File: src/rtl/uart_tx_scheduler.sv
// uart_tx_scheduler
// Shares one UART transmitter between three byte sources: XON/XOFF flow
// control (absolute priority, may cut in between bytes of a word), 32-bit
// host response words (sent MSB byte first) and debug echo bytes. Response
// and debug are round-robin arbitrated per word / per byte.
//
// Optional build macro: TXSCHED_WATCHDOG_EN
//   When defined, a watchdog counts IDLE cycles spent with work pending while
//   the UART reports busy. On reaching WDT_CYCLES it raises the sticky
//   o_tx_timeout flag, abandons any partially sent word and grants once
//   regardless of i_tx_busy_n. When undefined, o_tx_timeout is tied low and
//   the scheduler waits on the UART indefinitely.
//
// Ports
//   clk100, rst          system clock, asynchronous active-high reset
//   i_fc_req/i_fc_byte   flow-control byte request (level) / byte
//   o_fc_ack             1-cycle pulse, coincides with the fc byte strobe
//   i_resp_valid/word    response word request / data
//   o_resp_ready         1-cycle pulse, word captured
//   i_dbg_valid/byte     debug byte request / data
//   o_dbg_ready          1-cycle pulse, byte captured
//   i_tx_busy_n          UART idle (high = idle)
//   o_tx_wr_n/o_tx_data  active-low write strobe / byte to UART
//   o_sched_busy         not IDLE, or a word is partially sent
//   o_tx_timeout         sticky watchdog flag
//
// State table
//   S_IDLE   | waiting for UART idle and a pending source; selects and loads a byte
//   S_SEND   | drives the one-cycle write strobe and the matching ack/ready pulse
//   S_SETTLE | waits TX_SETTLE cycles before i_tx_busy_n is trusted again

module uart_tx_scheduler #(
  parameter int TX_SETTLE  = 2,
  parameter int WDT_CYCLES = 2000000
) (
  input  logic        clk100,
  input  logic        rst,
  input  logic        i_fc_req,
  input  logic [7:0]  i_fc_byte,
  output logic        o_fc_ack,
  input  logic        i_resp_valid,
  input  logic [31:0] i_resp_word,
  output logic        o_resp_ready,
  input  logic        i_dbg_valid,
  input  logic [7:0]  i_dbg_byte,
  output logic        o_dbg_ready,
  input  logic        i_tx_busy_n,
  output logic        o_tx_wr_n,
  output logic [7:0]  o_tx_data,
  output logic        o_sched_busy,
  output logic        o_tx_timeout
);

  typedef enum logic [1:0] {S_IDLE, S_SEND, S_SETTLE} state_t;
  typedef enum logic [1:0] {SRC_FC, SRC_RESP, SRC_DBG, SRC_WORD} src_t;

  state_t      r_state;
  src_t        r_src;
  logic        r_rr_last_dbg;   // 1: debug won the last resp/dbg decision
  logic [31:0] r_word_sr;
  logic [1:0]  r_byte_idx;
  logic        r_word_active;
  logic [3:0]  r_settle_cnt;
  logic        r_tx_wr_n;
  logic [7:0]  r_tx_data;
  logic        r_fc_ack;
  logic        r_resp_ready;
  logic        r_dbg_ready;
  logic        r_sched_busy;

  logic w_pending;
  logic w_tx_idle;
  logic w_grant_resp;

  function automatic logic [7:0] sel_byte(input logic [31:0] word, input logic [1:0] idx);
    logic [7:0] b;
    case (idx)
      2'd0:    b = word[31:24];
      2'd1:    b = word[23:16];
      2'd2:    b = word[15:8];
      default: b = word[7:0];
    endcase
    return b;
  endfunction

  assign w_pending    = i_fc_req | r_word_active | i_resp_valid | i_dbg_valid;
  // On a tie the response wins unless it won the previous decision.
  assign w_grant_resp = i_resp_valid & (~i_dbg_valid | r_rr_last_dbg);

`ifdef TXSCHED_WATCHDOG_EN
  localparam int WDT_W = (WDT_CYCLES > 1) ? $clog2(WDT_CYCLES) : 1;
  logic [WDT_W-1:0] r_wdt_cnt;
  logic             r_wdt_override;
  logic             r_tx_timeout;

  assign w_tx_idle    = i_tx_busy_n | r_wdt_override;
  assign o_tx_timeout = r_tx_timeout;
`else
  logic w_unused_wdt;
  assign w_unused_wdt = (WDT_CYCLES != 0);
  assign w_tx_idle    = i_tx_busy_n;
  assign o_tx_timeout = 1'b0;
`endif

  always_ff @(posedge clk100 or posedge rst) begin
    if (rst) begin
      r_state        <= S_IDLE;
      r_src          <= SRC_FC;
      r_rr_last_dbg  <= 1'b1;
      r_word_sr      <= '0;
      r_byte_idx     <= 2'd0;
      r_word_active  <= 1'b0;
      r_settle_cnt   <= 4'd0;
      r_tx_wr_n      <= 1'b1;
      r_tx_data      <= 8'h00;
      r_fc_ack       <= 1'b0;
      r_resp_ready   <= 1'b0;
      r_dbg_ready    <= 1'b0;
      r_sched_busy   <= 1'b0;
`ifdef TXSCHED_WATCHDOG_EN
      r_wdt_cnt      <= '0;
      r_wdt_override <= 1'b0;
      r_tx_timeout   <= 1'b0;
`endif
    end else begin
      r_tx_wr_n    <= 1'b1;
      r_fc_ack     <= 1'b0;
      r_resp_ready <= 1'b0;
      r_dbg_ready  <= 1'b0;

      case (r_state)
        S_IDLE: begin
          if (w_tx_idle && w_pending) begin
            r_state      <= S_SEND;
            r_sched_busy <= 1'b1;
`ifdef TXSCHED_WATCHDOG_EN
            r_wdt_cnt      <= '0;
            r_wdt_override <= 1'b0;
`endif
            if (i_fc_req) begin
              r_tx_data <= i_fc_byte;
              r_src     <= SRC_FC;
            end else if (r_word_active) begin
              r_tx_data <= sel_byte(r_word_sr, r_byte_idx);
              r_src     <= SRC_WORD;
            end else if (w_grant_resp) begin
              r_word_sr     <= i_resp_word;
              r_word_active <= 1'b1;
              r_byte_idx    <= 2'd0;
              r_tx_data     <= i_resp_word[31:24];
              r_src         <= SRC_RESP;
              r_rr_last_dbg <= 1'b0;
            end else begin
              r_tx_data     <= i_dbg_byte;
              r_src         <= SRC_DBG;
              r_rr_last_dbg <= 1'b1;
            end
          end else begin
            r_sched_busy <= r_word_active;
`ifdef TXSCHED_WATCHDOG_EN
            if (w_pending && !i_tx_busy_n) begin
              if (r_wdt_cnt == WDT_W'(WDT_CYCLES - 1)) begin
                r_tx_timeout   <= 1'b1;
                r_word_active  <= 1'b0;
                r_byte_idx     <= 2'd0;
                r_wdt_override <= 1'b1;
                r_wdt_cnt      <= '0;
                r_sched_busy   <= 1'b0;
              end else begin
                r_wdt_cnt <= r_wdt_cnt + WDT_W'(1);
              end
            end else begin
              r_wdt_cnt <= '0;
            end
`endif
          end
        end

        S_SEND: begin
          r_tx_wr_n    <= 1'b0;
          r_fc_ack     <= (r_src == SRC_FC);
          r_resp_ready <= (r_src == SRC_RESP);
          r_dbg_ready  <= (r_src == SRC_DBG);
          r_sched_busy <= 1'b1;
          if (r_src == SRC_RESP || r_src == SRC_WORD) begin
            if (r_byte_idx == 2'd3) begin
              r_byte_idx    <= 2'd0;
              r_word_active <= 1'b0;
            end else begin
              r_byte_idx <= r_byte_idx + 2'd1;
            end
          end
          r_settle_cnt <= 4'(TX_SETTLE - 1);
          r_state      <= S_SETTLE;
        end

        S_SETTLE: begin
          if (r_settle_cnt == 4'd0) begin
            r_state      <= S_IDLE;
            r_sched_busy <= r_word_active;
          end else begin
            r_settle_cnt <= r_settle_cnt - 4'd1;
          end
        end

        default: r_state <= S_IDLE;
      endcase
    end
  end

  assign o_tx_wr_n    = r_tx_wr_n;
  assign o_tx_data    = r_tx_data;
  assign o_fc_ack     = r_fc_ack;
  assign o_resp_ready = r_resp_ready;
  assign o_dbg_ready  = r_dbg_ready;
  assign o_sched_busy = r_sched_busy;

endmodule

File: config.mk
export PLATFORM = sky130hd
export DESIGN_NAME = uart_tx_scheduler
export DESIGN_NICKNAME = d
export VERILOG_FILES = /design/src/rtl/uart_tx_scheduler.sv
export SDC_FILE = /design/constraint.sdc
export NUM_CORES = 1
export LEC_CHECK = 0
export ABC_AREA = 1
export CAP_MARGIN = 30
export CORE_ASPECT_RATIO = 0.5
export CORE_MARGIN = 5
export CORE_UTILIZATION = 40
export DETAILED_ROUTE_END_ITERATION = 8
export PLACE_DENSITY = 0.69
export SLEW_MARGIN = 20
export SYNTH_ARGS = -nofsm -noshare
export SYNTH_HDL_FRONTEND = slang
export SYNTH_SLANG_ARGS = --single-unit
File: constraint.sdc
create_clock -name clk100 -period 1.6 [get_ports clk100]
set_input_delay 0.24 -clock clk100 [delete_from_list [all_inputs] [get_ports clk100]]
set_output_delay 0.24 -clock clk100 [all_outputs]
set_load 0.02 [all_outputs]
; After elaboration in Yosys (flattened, before gate mapping)
; Index checks and enable logic that the tools add are counted.
[classes]
addsub = 2
n_mul = 0
div = 0
magnitude_cmp = 0
eq_ne = 16
shifts = 0
muxes = 34
bitwise_logic = 8
n_reduce_logical = 17
[op_table]
columns = op, count
row1 = 8-bit 2-to-1 mux, 3
row2 = 8-bit one-hot mux with 3 select lines, 1
row3 = 2-bit 2-to-1 mux, 11
row4 = 2-bit inequality test (second input constant), 8
row5 = 1-bit 2-to-1 mux, 13
row6 = 2-bit == test (second input constant), 5
row7 = 5-bit AND reduction, 2
row8 = 4-bit one-hot mux with 2 select lines, 1
row9 = 2-bit AND reduction, 4
row10 = 2-bit by 1-bit == test with 1-bit output (second input constant), 3
row11 = 2-bit logical NOT, 3
row12 = 2-bit one-hot mux with 3 select lines, 1
row13 = 6-bit AND reduction, 1
row14 = 4-bit logical NOT, 1
row15 = 4-bit 2-to-1 mux, 1
row16 = 1-bit bitwise OR, 4
row17 = 2-bit one-hot mux with 2 select lines, 1
row18 = 4-bit AND reduction, 1
row19 = 2-bit nonzero test, 2
row20 = 4-bit by 1-bit subtractor with 4-bit output (second input constant), 1
row21 = 1-bit NOT, 3
row22 = 1-bit one-hot mux with 3 select lines, 1
row23 = 3-bit nonzero test, 1
row24 = 2-bit by 1-bit adder with 2-bit output (second input constant), 1
row25 = 4 further kinds, 4
[totals]
ff_bits = 57
latch_bits = 0
mem_bits_rw = 0
romBits = 0
input_bits = 54
output_inout_bits = 14
wordCells = 90
memories = 0

; Logic depth before layout (Yosys ltp)
[depth]
ltp_word = 8
depth_mapped = 11
mapped_depth_nobuf = 10

; Worst setup path before layout
; OpenSTA, ideal clock, no wires.
[synth_path]
kind = flip-flop to flip-flop
start = reg r_state[0]
end = reg r_byte_idx[0]
setup_ps = 117
arrival_time_ps = 1349
required_ps = 1483
slack_ps = 134
stages_incl_launch_ff = 9
path_buffers = 0
synth_period_minus_slack_ps = 1466
path_cell_list = dfrtp_1 inv_1 ha_1 inv_2 o21a_1 a21oi_2 nand2_1 nand2_1 nand2_1
[synth_via]
elab_chain_len = 3
word_cells_on_any_way = 10
cone_classes = eq/ne: 6 / mux: 1 / reduce/logical: 3
[synth_lines]
columns = element, line
row1 = from (decl), 57  ; state_t r_state;
row2 = from (signal assigned), 107  ; r_state <= S_IDLE;
row3 = from (signal assigned), 134  ; r_state <= S_SEND;
row4 = from (signal assigned), 194  ; r_state <= S_SETTLE;
row5 = 2-bit by 1-bit == test with 1-bit output or 2-bit logical NOT (tied branches), 131  ; case (r_state)
row6 = 2-bit inequality test (no line) or 2-bit nonzero test (tied branches), n/a
row7 = 6-bit AND reduction (no line), n/a
row8 = to (signal assigned), 190  ; r_byte_idx <= r_byte_idx + 2'd1;
row9 = to (decl), 61  ; logic [1:0] r_byte_idx;
; Several ways; a longest one is shown, not always the timed one.
; A chain may end at the register's enable or synchronous reset.

; Worst setup path after layout
[layout_path]
start = reg r_tx_data[2] (netlist: o_tx_data[2])
end = out o_tx_data[2]
[layout_lines]
columns = element, line
row1 = from (decl), 65  ; logic [7:0] r_tx_data;
row2 = from (signal assigned), 141  ; r_tx_data <= i_fc_byte;
row3 = from (signal assigned), 144  ; r_tx_data <= sel_byte(r_word_sr, r_byte_idx);
row4 = from (signal assigned), 150  ; r_tx_data <= i_resp_word[31:24];
row5 = to (decl), 49  ; output logic [7:0] o_tx_data,
; No word-level cell between the ends.

==> metrics.txt <==
Synth Flop Type dfrtp_1; all-layer global routing usage 0.168; CTS Sinks 57; RR Endpoint o_tx_data[6]$_DFFE_PP0P_; run status finished clean; Max Buffers Root-to-Sink 2; number of nets in the layout 570; count leader, synth nand2_1; CTS buffer count 9; Area growth syn-to-layout 39.1%; top cell type's share of synthesized area 0.434; Post-CTS Setup Repair Bufs 0; Min Clock Period, post-route 1.55 ns; CP Capture Type output pin; Cell Pwr Density 1660 mW/mm^2; largest area contributor in the netlist dfrtp_1; CTS HTree Levels 3; Synth warnings 0; Detailed Route Iter0 Violations 191; layout cells sized above 1 0.137; Ports 68; Buf/Inv on CP 1; Initial Util 0.422; Mapped Avg Cell Area 7.45 sq um; Routed Wire Length 7820 um; final setup fails 0; maximum clock frequency 646 MHz; Final GP Congestion 0.832; reg2reg path depth 10; CP max-delay cell clkdlybuf4s50_1; maximum capacitance violations 0; Post-Syn Area 0.00317 sq mm; Crit Path Category register to output pin; endpoints failing hold 0; DIE WIDTH 136 um; DRC viols 0; RSZ-0062 raised after global routing yes; Tcrit/Tclk final 0.967; worst path required time 1.36 ns; DR WL/cell 12.6 um; DP Wirelength 5840 um; Slew Limit Fails 0; Clk Latency, worst-skew pair 0.33 ns; sequential element share of the synthesized area 0.450; clk slew on worst S/H paths 0.05 ns; Routed Antenna Nets 0; Die ar. 0.00993 sq mm; Hold WC Path Type input pin to asynchronous set/reset pin; Data arrival, critical path 1.31 ns; placed instance count 603; core area 0.00751 sq mm; WHS 0.328 ns; n_diodes 0; Die Y 73.0 um; DR vias/cell 4.62; Max VDD drop 720 uV; Sw Share 0.376; internal power 0.00457 W; DRT Pass-1 Iters 4; Tot Pwr 0.00732 W; number of synthesized flops with an enable pin 0; CTS tree done; Synth Instances 426; CTS root buf clkbuf_16; sw power 0.00276 W; worst r2r src r_byte_idx[0]$_DFFE_PP0P_; critical path's top delay family buffers and inverters; R2R setup slack 0.10 ns; leak pwr 2.19 nW; IO buf count 66; global route total overflow 0; Worst Skew 0.00367 ns; fillers 684; Synth area leaders dfrtp_1, nand2_1, o21ai_0, nor2_1, ha_1; Site Rows 22; crit path cell chain clkdlybuf4s50_1; non-filler cells, final 619; DR vias 2859; Netlist cell types 30; asr flop ratio synth 1.00; largest net degree at the start of global routing 58; Comb pwr share 0.425; clock network fraction of total power 0.239; Critical Path Max Stage Delay 0.63 ns; Synth Register Bits 57; slack of the critical path 0.0523 ns; most frequent cells after synthesis nand2_1, dfrtp_1, o21ai_0; Flop pwr share 0.336; Synth Net Count 490; CP Launch Type register; pre-CTS WS -0.113 ns; largest fanout on the critical path 2; global-route wire length before repair 12900 um; initial antenna violation count 0; vias in the first global route 2759
[per-layer routing]
layer	GRT usage	wire length, um	up-vias
met5	0	0	-
met4	0.0603	110	0
met3	0.0537	530	11
met2	0.261	3610	69
met1	0.222	3570	1287
li1	-	-	1492
[flip-flops by register name, summed over array words and instances, names as in the netlist]
signal / count
o_dbg_ready: 1
o_fc_ack: 1
o_resp_ready: 1
o_sched_busy: 1
o_tx_data: 8
o_tx_wr_n: 1
r_byte_idx: 2
r_rr_last_dbg: 1
r_settle_cnt: 4
r_src: 2
r_state: 2
r_word_active: 1
r_word_sr: 32
[final cells by class]
class	instances	area (sq um)	area share
clock buffer	13	260	0.0590
inverter	20	78.8	0.0179
timing repair buffer	89	923	0.209
multi-input combinational	329	1570	0.356
clock inverter	3	15.0	0.00340
sequential	57	1430	0.324
tap	108	135	0.0306
[placed cells by master, fill, tap and decap left out]
master / count
a21oi_1: 1
a21oi_2: 1
buf_12: 7
buf_4: 15
buf_6: 1
clkbuf_1: 2
clkbuf_16: 9
clkbuf_8: 2
clkdlybuf4s50_1: 65
clkinv_1: 1
clkinv_2: 3
clkinvlp_4: 1
conb_1: 1
dfrtp_1: 54
dfrtp_2: 1
dfstp_2: 2
dlygate4sd2_1: 1
ha_1: 5
ha_2: 3
ha_4: 2
inv_1: 14
inv_2: 4
nand2_1: 174
nand2_2: 10
nand2_4: 3
nand3_1: 16
nand3b_1: 1
nand4_4: 1
nor2_1: 48
nor2_2: 2
nor2_4: 1
nor2_8: 2
nor3_1: 3
o21a_1: 1
o21ai_0: 50
o21ai_1: 3
o22ai_1: 1
[through the flow]
step,utilization,cell area (sq um),TNS [ns]
finish,0.587,4410,0
global route,0.587,4410,-0.299
CTS,0.583,4380,0
detailed placement,0.546,4100,-2.86
global placement,0.546,4100,-0.747
floorplan,-,3180,0
[power groups by stage]
| stage | Sequential (W) | Clock (W) | Combinational (W) |
|---|---|---|---|
| 2_1_floorplan | 0.00257 | 0 | 0.00180 |
| 3_3_place_gp | 0.00246 | 0 | 0.00298 |
| 3_5_place_dp | 0.00246 | 0 | 0.00305 |
| 4_1_cts | 0.00245 | 0.00178 | 0.00307 |
| 5_1_grt | 0.00255 | 0.00185 | 0.00354 |
| 6_report | 0.00246 | 0.00175 | 0.00311 |
[how the worst max path moves through the flow]
stage	startpoint	slack [ns]	to	cells after the start
after detailed placement	i_fc_req	-0.11	r_word_sr[19]$_DFFE_PP0P_	6
final	o_tx_data[2]$_DFFE_PP0P_	0.05	o_tx_data[2]	1
after CTS	r_byte_idx[0]$_DFFE_PP0P_	0.02	o_tx_data[6]$_DFFE_PP0P_	10
after global placement	i_fc_req	-0.05	r_word_sr[4]$_DFFE_PP0P_	6
after global routing	r_byte_idx[0]$_DFFE_PP0P_	-0.08	o_tx_data[6]$_DFFE_PP0P_	10
after floorplan	r_state[0]$_DFFE_PP0P_	0.13	r_byte_idx[0]$_DFFE_PP0P_	8
[logic make-up after synthesis]
group           share of synthesized area
flops                               0.450
fa+ha+maj                          0.0394
simple gates                        0.352
buf+inv                            0.0650
other cells                       0.00118
compound gates                     0.0922
[what timing repair did]
| action | in CTS | in global routing |
|---|---|---|
| setup endpoints to repair | 8 | 44 |
| pin swaps | 0 | 1 |
| gates resized for setup | 2 | 12 |
| hold buffers | 0 | 0 |
(Power assumes the default switching activity.)
